**src/rtl/booth_wallace_reducer.sv**
```systemverilog
// Radix-4 Booth partial-product generator and two-stage 3:2 CSA Wallace tree producing 66-bit
// sum/carry vectors. Optional macro WALLACE_STALL_CNT_EN adds a saturating output-stall counter.
module booth_wallace_reducer #(
  parameter int unsigned OP_W  = 32,
  parameter int unsigned OUT_W = 66
) (
  input  logic             clk,
  input  logic             rst_n,
  input  logic             in_valid_i,
  output logic             in_ready_o,
  input  logic             op_signed_i,
  input  logic [OP_W-1:0]  op_a_i,
  input  logic [OP_W-1:0]  op_b_i,
  output logic             out_valid_o,
  input  logic             out_ready_i,
  output logic [OUT_W-1:0] sum_vec_o,
  output logic [OUT_W-1:0] carry_vec_o
`ifdef WALLACE_STALL_CNT_EN
  ,
  output logic [15:0]      stall_cnt_o
`endif
);

  localparam int unsigned ExtW  = OP_W + 2;
  localparam int          NumPp = OP_W / 2 + 1;
  localparam int          S1Rows = 6;

  typedef struct packed {
    logic [OUT_W-1:0] s;
    logic [OUT_W-1:0] c;
  } csa_t;

  // Carry is pre-shifted; the bit pushed out of the MSB is dropped (mod 2^OUT_W).
  function automatic csa_t csa(input logic [OUT_W-1:0] x, input logic [OUT_W-1:0] y,
                               input logic [OUT_W-1:0] z);
    csa_t r;
    r.s = x ^ y ^ z;
    r.c = ((x & y) | (x & z) | (y & z)) << 1;
    return r;
  endfunction

  // Negative rows are inverted here; the matching +1 goes into the correction row.
  function automatic logic [OUT_W-1:0] pp_row(input logic one, input logic two, input logic neg,
                                              input logic [OUT_W-1:0] a_row, input int sh);
    logic [OUT_W-1:0] mag;
    mag = two ? (a_row << 1) : (one ? a_row : '0);
    if (neg) mag = ~mag;
    return mag << sh;
  endfunction

  // Handshake
  logic s1_valid_q, s1_valid_d, s2_valid_q, s2_valid_d;
  logic s1_adv, s2_adv, s1_load, s2_load;

  always_comb begin
    s2_adv     = !s2_valid_q || out_ready_i;
    s1_adv     = !s1_valid_q || s2_adv;
    s1_load    = s1_adv && in_valid_i;
    s2_load    = s2_adv && s1_valid_q;
    s1_valid_d = s1_adv ? in_valid_i : s1_valid_q;
    s2_valid_d = s2_adv ? s1_valid_q : s2_valid_q;
  end

  assign in_ready_o  = s1_adv;
  assign out_valid_o = s2_valid_q;

  // Stage 1: operand extension and Booth encoding
  logic [ExtW-1:0]  a_ext, b_ext;
  logic [ExtW:0]    b_pad;
  logic [OUT_W-1:0] a_row;
  logic [NumPp-1:0] dig_one, dig_two, dig_neg;

  always_comb begin
    a_ext = {{2{op_signed_i & op_a_i[OP_W-1]}}, op_a_i};
    b_ext = {{2{op_signed_i & op_b_i[OP_W-1]}}, op_b_i};
    b_pad = {b_ext, 1'b0};
    a_row = {{(OUT_W - ExtW){a_ext[ExtW-1]}}, a_ext};
    for (int i = 0; i < NumPp; i++) begin
      dig_one[i] = b_pad[2*i+1] ^ b_pad[2*i];
      dig_two[i] = (b_pad[2*i+2] & ~b_pad[2*i+1] & ~b_pad[2*i]) |
                   (~b_pad[2*i+2] & b_pad[2*i+1] & b_pad[2*i]);
      dig_neg[i] = b_pad[2*i+2] & ~(b_pad[2*i+1] & b_pad[2*i]);
    end
  end

  // 17 partial products plus the negation-correction row
  logic [OUT_W-1:0] lvl0 [NumPp+1];

  always_comb begin
    lvl0[NumPp] = '0;
    for (int i = 0; i < NumPp; i++) begin
      lvl0[i]          = pp_row(dig_one[i], dig_two[i], dig_neg[i], a_row, 2 * i);
      lvl0[NumPp][2*i] = dig_neg[i];
    end
  end

  // Stage-1 Wallace levels: 18 -> 12 -> 8 -> 6
  logic [OUT_W-1:0] lvl1 [12];
  logic [OUT_W-1:0] lvl2 [8];
  logic [OUT_W-1:0] row_d [S1Rows];
  logic [OUT_W-1:0] row_q [S1Rows];

  always_comb begin : s1_tree
    csa_t t;
    t = '0;
    for (int g = 0; g < 6; g++) begin
      t = csa(lvl0[3*g], lvl0[3*g+1], lvl0[3*g+2]);
      lvl1[2*g]   = t.s;
      lvl1[2*g+1] = t.c;
    end
    for (int g = 0; g < 4; g++) begin
      t = csa(lvl1[3*g], lvl1[3*g+1], lvl1[3*g+2]);
      lvl2[2*g]   = t.s;
      lvl2[2*g+1] = t.c;
    end
    for (int g = 0; g < 2; g++) begin
      t = csa(lvl2[3*g], lvl2[3*g+1], lvl2[3*g+2]);
      row_d[2*g]   = t.s;
      row_d[2*g+1] = t.c;
    end
    row_d[4] = lvl2[6];
    row_d[5] = lvl2[7];
  end

  // Stage-2 Wallace levels: 6 -> 4 -> 3 -> 2
  logic [OUT_W-1:0] lvl4 [4];
  logic [OUT_W-1:0] lvl5 [3];
  logic [OUT_W-1:0] sum_d, carry_d, sum_q, carry_q;

  always_comb begin : s2_tree
    csa_t t;
    t = '0;
    for (int g = 0; g < 2; g++) begin
      t = csa(row_q[3*g], row_q[3*g+1], row_q[3*g+2]);
      lvl4[2*g]   = t.s;
      lvl4[2*g+1] = t.c;
    end
    t       = csa(lvl4[0], lvl4[1], lvl4[2]);
    lvl5[0] = t.s;
    lvl5[1] = t.c;
    lvl5[2] = lvl4[3];
    t       = csa(lvl5[0], lvl5[1], lvl5[2]);
    sum_d   = t.s;
    carry_d = t.c;
  end

  always_ff @(posedge clk or negedge rst_n) begin
    if (!rst_n) begin
      s1_valid_q <= 1'b0;
      s2_valid_q <= 1'b0;
      row_q      <= '{default: '0};
      sum_q      <= '0;
      carry_q    <= '0;
    end else begin
      s1_valid_q <= s1_valid_d;
      s2_valid_q <= s2_valid_d;
      if (s1_load) row_q <= row_d;
      if (s2_load) begin
        sum_q   <= sum_d;
        carry_q <= carry_d;
      end
    end
  end

  assign sum_vec_o   = sum_q;
  assign carry_vec_o = carry_q;

`ifdef WALLACE_STALL_CNT_EN
  logic [15:0] stall_cnt_q, stall_cnt_d;

  always_comb begin
    stall_cnt_d = stall_cnt_q;
    if (s2_valid_q && !out_ready_i && stall_cnt_q != 16'hFFFF) stall_cnt_d = stall_cnt_q + 16'd1;
  end

  always_ff @(posedge clk or negedge rst_n) begin
    if (!rst_n) stall_cnt_q <= '0;
    else        stall_cnt_q <= stall_cnt_d;
  end

  assign stall_cnt_o = stall_cnt_q;
`else
  // Default build: no stall counter; datapath and handshake are unchanged.
`endif

endmodule

```
**config.mk**
```make
export PLATFORM = sky130hd
export DESIGN_NAME = booth_wallace_reducer
export DESIGN_NICKNAME = d
export VERILOG_FILES = /design/src/rtl/booth_wallace_reducer.sv
export SDC_FILE = /design/constraint.sdc
export NUM_CORES = 2
export LEC_CHECK = 0
export CAP_MARGIN = 20
export CORE_ASPECT_RATIO = 0.5
export CORE_MARGIN = 1.5
export CORE_UTILIZATION = 55
export DETAILED_ROUTE_END_ITERATION = 7
export GPL_ROUTABILITY_DRIVEN = 0
export PLACE_DENSITY = 0.77
export RECOVER_POWER = 25
export SYNTH_ARGS = -nofsm -noshare
export SYNTH_HDL_FRONTEND = slang
export SYNTH_SLANG_ARGS = --single-unit
export TNS_END_PERCENT = 20
```
**constraint.sdc**
```tcl
create_clock -name clk -period 6.4 [get_ports clk]
set_clock_uncertainty 0.05 [all_clocks]
set_input_delay 1.28 -clock clk [delete_from_list [all_inputs] [get_ports clk]]
set_output_delay 1.28 -clock clk [all_outputs]
set_load 0.03 [all_outputs]
```
After elaboration in Yosys (flattened, before gate mapping)
Cells that the tools add are included.

word-level totals
  bits of input ports = 69
  flip-flop bits (word level) = 526
  output and inout bits = 134
  logic and storage cells = 369

cells by class
  bitwise logic cells = 303
  mux-type cells = 50
  reduce and logical (&&, ||, !) cells = 6

operators with widths
  operator          number
  $and A65 B65 Y65  46
  $or A65 B65 Y65   32
  $xor A66 B66 Y66  31
  $mux W66          3
  $mux W64          3
  $mux W62          3
  $mux W60          3
  $mux W58          3
  $mux W56          3
  $mux W54          3
  $mux W52          3
  $mux W50          3
  $mux W48          3
  $mux W46          3
  $mux W44          3
  $and A65 B33 Y65  2
  $mux W42          3
  $mux W40          3
  $mux W38          3
  $mux W36          3
  $and A1 B1 Y1     95
  $mux W34          2
  $not A66 Y66      1
  $xor A66 B33 Y66  1
  other kinds (22)  101

Longest topological paths before layout
  depth after elaboration = 16
  gate-level depth with buffers = 15
  mapped depth without buffers = 12

Worst setup path before layout
OpenSTA, ideal clock, no wires.

  path type = input port to flip-flop
  start = input port op_b_i[13]
  end = register row_q[259] (netlist bit)
  setup time = 0.125 ns
  setup slack = 0.866 ns
  data required time = 6.225 ns
  stages = 11
  arrival = 5.360 ns
  cells stage by stage = ha_1 -> nor2b_1 -> buf_2 -> buf_1 -> xnor2_1 -> ha_1 -> inv_1 -> or2_2 -> a311oi_1 -> fa_1 -> mux2_2

RTL lines
  element                 RTL line  text
  start: declaration      13        input logic [OP_W-1:0] op_b_i,
  end signal: assignment  157       if (s1_load) row_q <= row_d;
  end: declaration        101       logic [OUT_W-1:0] row_q [S1Rows];

==> results.md <==
- Worst-path cell chain: clkdlybuf4s50_1 -> ha_1 -> o21ai_0 -> xnor2_1 -> inv_1 -> ha_1 -> xnor2_1 -> fa_1 -> inv_1 -> fa_1 -> mux2_2
- Util after Layout: roughly 61%
- Crit-path max cell delay: between 0.8 and 0.9 ns
- Most frequent cells after synthesis: fa_1 (550), a21oi_1 (465), inv_1 (464), and3_1 (452), xnor2_1 (452)
- Pins Over Slew Limit: 56
- Failing checks: max-capacitance violations, max-slew violations
- Req. time, crit path: 6.84 ns
- GRT Overall Usage: 30.8%
- TNS Setup: 0 ns
- Cells after DPL: 5288
- RSZ-0062 raised after global routing: no
- Top cell type's share of synthesized area: ~26%
- Mapped Cells: 4306
- Max Clock Freq: between 150 and 200 MHz
- Buf/Inv on CP: 3
- DR vias: 32400
- Cell taking the most area after synthesis: fa_1
- Share of cells above drive strength 1: between 10% and 20%
- CTS Buf Count: 44
- Multi-input gate area: 29600 sq um
- Total Wirelength: 120000 um
- Max H-tree Level: 2
- First-pass GRT wire length: between 150000 and 200000 um
- Startpoint types: primary input
- Die W: 398 um
- Vias in the first global route: 34400
- Vias per cell: 6.04
- Worst VDD drop: 0.300 mV
- Fin. Hold Viols: 0
- Final #Nets: 5047
- Worst-path clk slew: 0.07 ns
- Worst-Skew Late Latency: 0.62 ns
- Slew @ Worst Pin: 3.62 ns
- Storage element area: 10300 sq um
- Final setup viols: 0
- Synthesized cell area: between 40000 and 50000 sq um
- First-pass DRT Iterations: 6
- CTS tree: done
- Row cnt: 72
- Largest net degree at the start of global routing: 146
- Die Ht: 201 um
- Final Non-Filler Cells: 5371
- Most frequent cell after synthesis: fa_1
- Mean Syn Cell Area: 9.98 sq um
- Slew Limit Headroom: -141%
- Worst hold path type: register to register
- Worst Setup End Kind: register
- Final period util: 80.2%
- Detailed-route DRC error count: 0
- # fillers: between 6000 and 7000
- TritonCTS Sinks: 411
- CTS root buffer: clkbuf_16
- Core footprint: 77300 sq um
- Period minus WS final: approximately 5.1 ns
- Number of flops mapped to enable cells by yosys: 0
- Synth area leaders: fa_1 (26%), dfrtp_1 (24%), xnor2_1 (9.2%)
- Netlist cell types: 61
- Bufs on Longest Clock Path: 3
- I/O pin cnt: around 200
- Post-DR wirelength/cell: 22.4 um
- Initial antenna violation count: 5
- Hpwl dp: 86300 um
- P per Cell Area: about 480 nW/um^2
- Cts hold-fix bufs: 0
- Antenna Nets Post-Route: 0
- Synth-to-Final Area Change: 10.6%
- Seq/Total Area, Yosys: 23.9%
- Slowest CP cell: fa_1
- Status: finished, violations left
- Post-synth ARST share: 100%
- Initial core utilization: between 50% and 60%
- Crit path DAT: 5.58 ns
- YS warnings: 0
- Max_cap viols: 1
- Pleak: 21.9 nW
- DR iter-0 viols: 4010
- CP delay by family, top: adder cells
- Post-CTS resize count: 0
- Global route overflow: 0
- Worst setup path class: primary input to register
- Synth Flop Type: dfrtp_1
- Worst-path maximum fanout: 22
- Number of setup buffers added after CTS: 0
- Number of buffers added on ports: between 150 and 200
- #FFs+latches synth: 411
- Die area: between 70000 and 80000 sq um
-- power breakdown --
| group | switching, mW | internal, mW | leakage [nW] |
|---|---|---|---|
| logic | 8.15 | 7.26 | 16.2 |
| registers | 0.863 | 3.89 | 5.01 |
| clock network | 1.16 | 1.59 | 0.738 |
-- layout by cell type, fill, tap and decap left out, drive strengths merged, types with 20 or more instances in the layout --
cell	instances
o21ai	136
nand3	45
nor2	20
nand2	194
clkdlybuf4s50	191
a21oi	467
xor2	102
buf	132
mux2	329
inv	466
dfrtp	411
xnor2	456
clkbuf	62
and3	452
and2	41
fa	550
ha	129
-- registers in the layout (all words and copies together) (netlist names) --
name and flops:
s1_valid_q 1, row_q 282, carry_vec_o 61, sum_vec_o 66
out_valid_o 1
-- final cells by class --
class | count | area share [%]
timing repair buffer | 325 | 6.50
clock inverter | 16 | 0.453
clock buffer | 61 | 2.68
tap | 1036 | 2.73
antenna | 5 | 0.0263
multi-input combinational | 3052 | 62.3
sequential | 411 | 21.6
inverter | 465 | 3.67
-- per-layer routing --
metal  wire [um]  GRT usage, %
met5          85             0
met4        5850          14.1
met3       14200          8.08
met2       52600          45.7
met1       47600          42.4
-- worst reg2reg max path, cell delays in order, from the launching register on --
cell	delay, ns
dfrtp_1	0.50
inv_1	0.52
fa_1	0.57
fa_1	0.51
inv_1	0.05
fa_1	0.44
mux2_2	0.27
-- cell families (layout without fill, tap and decap cells) --
family / Yosys count / count (layout) / synth area share, %
fa+ha+maj: 693 / 693 / 29.7
xor+xnor: 561 / 561 / 11.6
flops: 411 / 411 / 23.9
other cells: 1 / 11 / 0.00873
mux: 335 / 335 / 8.76
simple gates: 813 / 813 / 10.6
compound gates: 644 / 644 / 7.83
buf+inv: 848 / 867 / 7.54
-- path summary, 6_finish.rpt --
check                            from  slack, ns         endpoint  cells past startpoint
setup reg to reg           row_q[394]       3.38    sum_vec_o[51]                      6
hold / removal              row_q[84]       0.44        row_q[84]                      2
hold reg to reg             row_q[84]       0.44        row_q[84]                      2
setup / recovery            op_b_i[5]       1.27       row_q[373]                     11
max in group asynchronous       rst_n       1.96       row_q[254]                      2
min in group asynchronous       rst_n       1.87  carry_vec_o[39]                      1
-- per-stage QoR --
stage	hold WS, ns	instance area [sq um]	setup WS [ns]	total power, mW
3_3_place_gp	0.417	46000	0.879	19.4
6_report	0.441	47500	1.27	22.9
2_1_floorplan	0.400	43000	0.866	15.0
5_1_grt	0.465	47500	1.06	25.3
4_1_cts	0.439	47500	1.38	23.1
3_5_place_dp	0.426	46000	0.728	20.1
(Power assumes the default switching activity.)
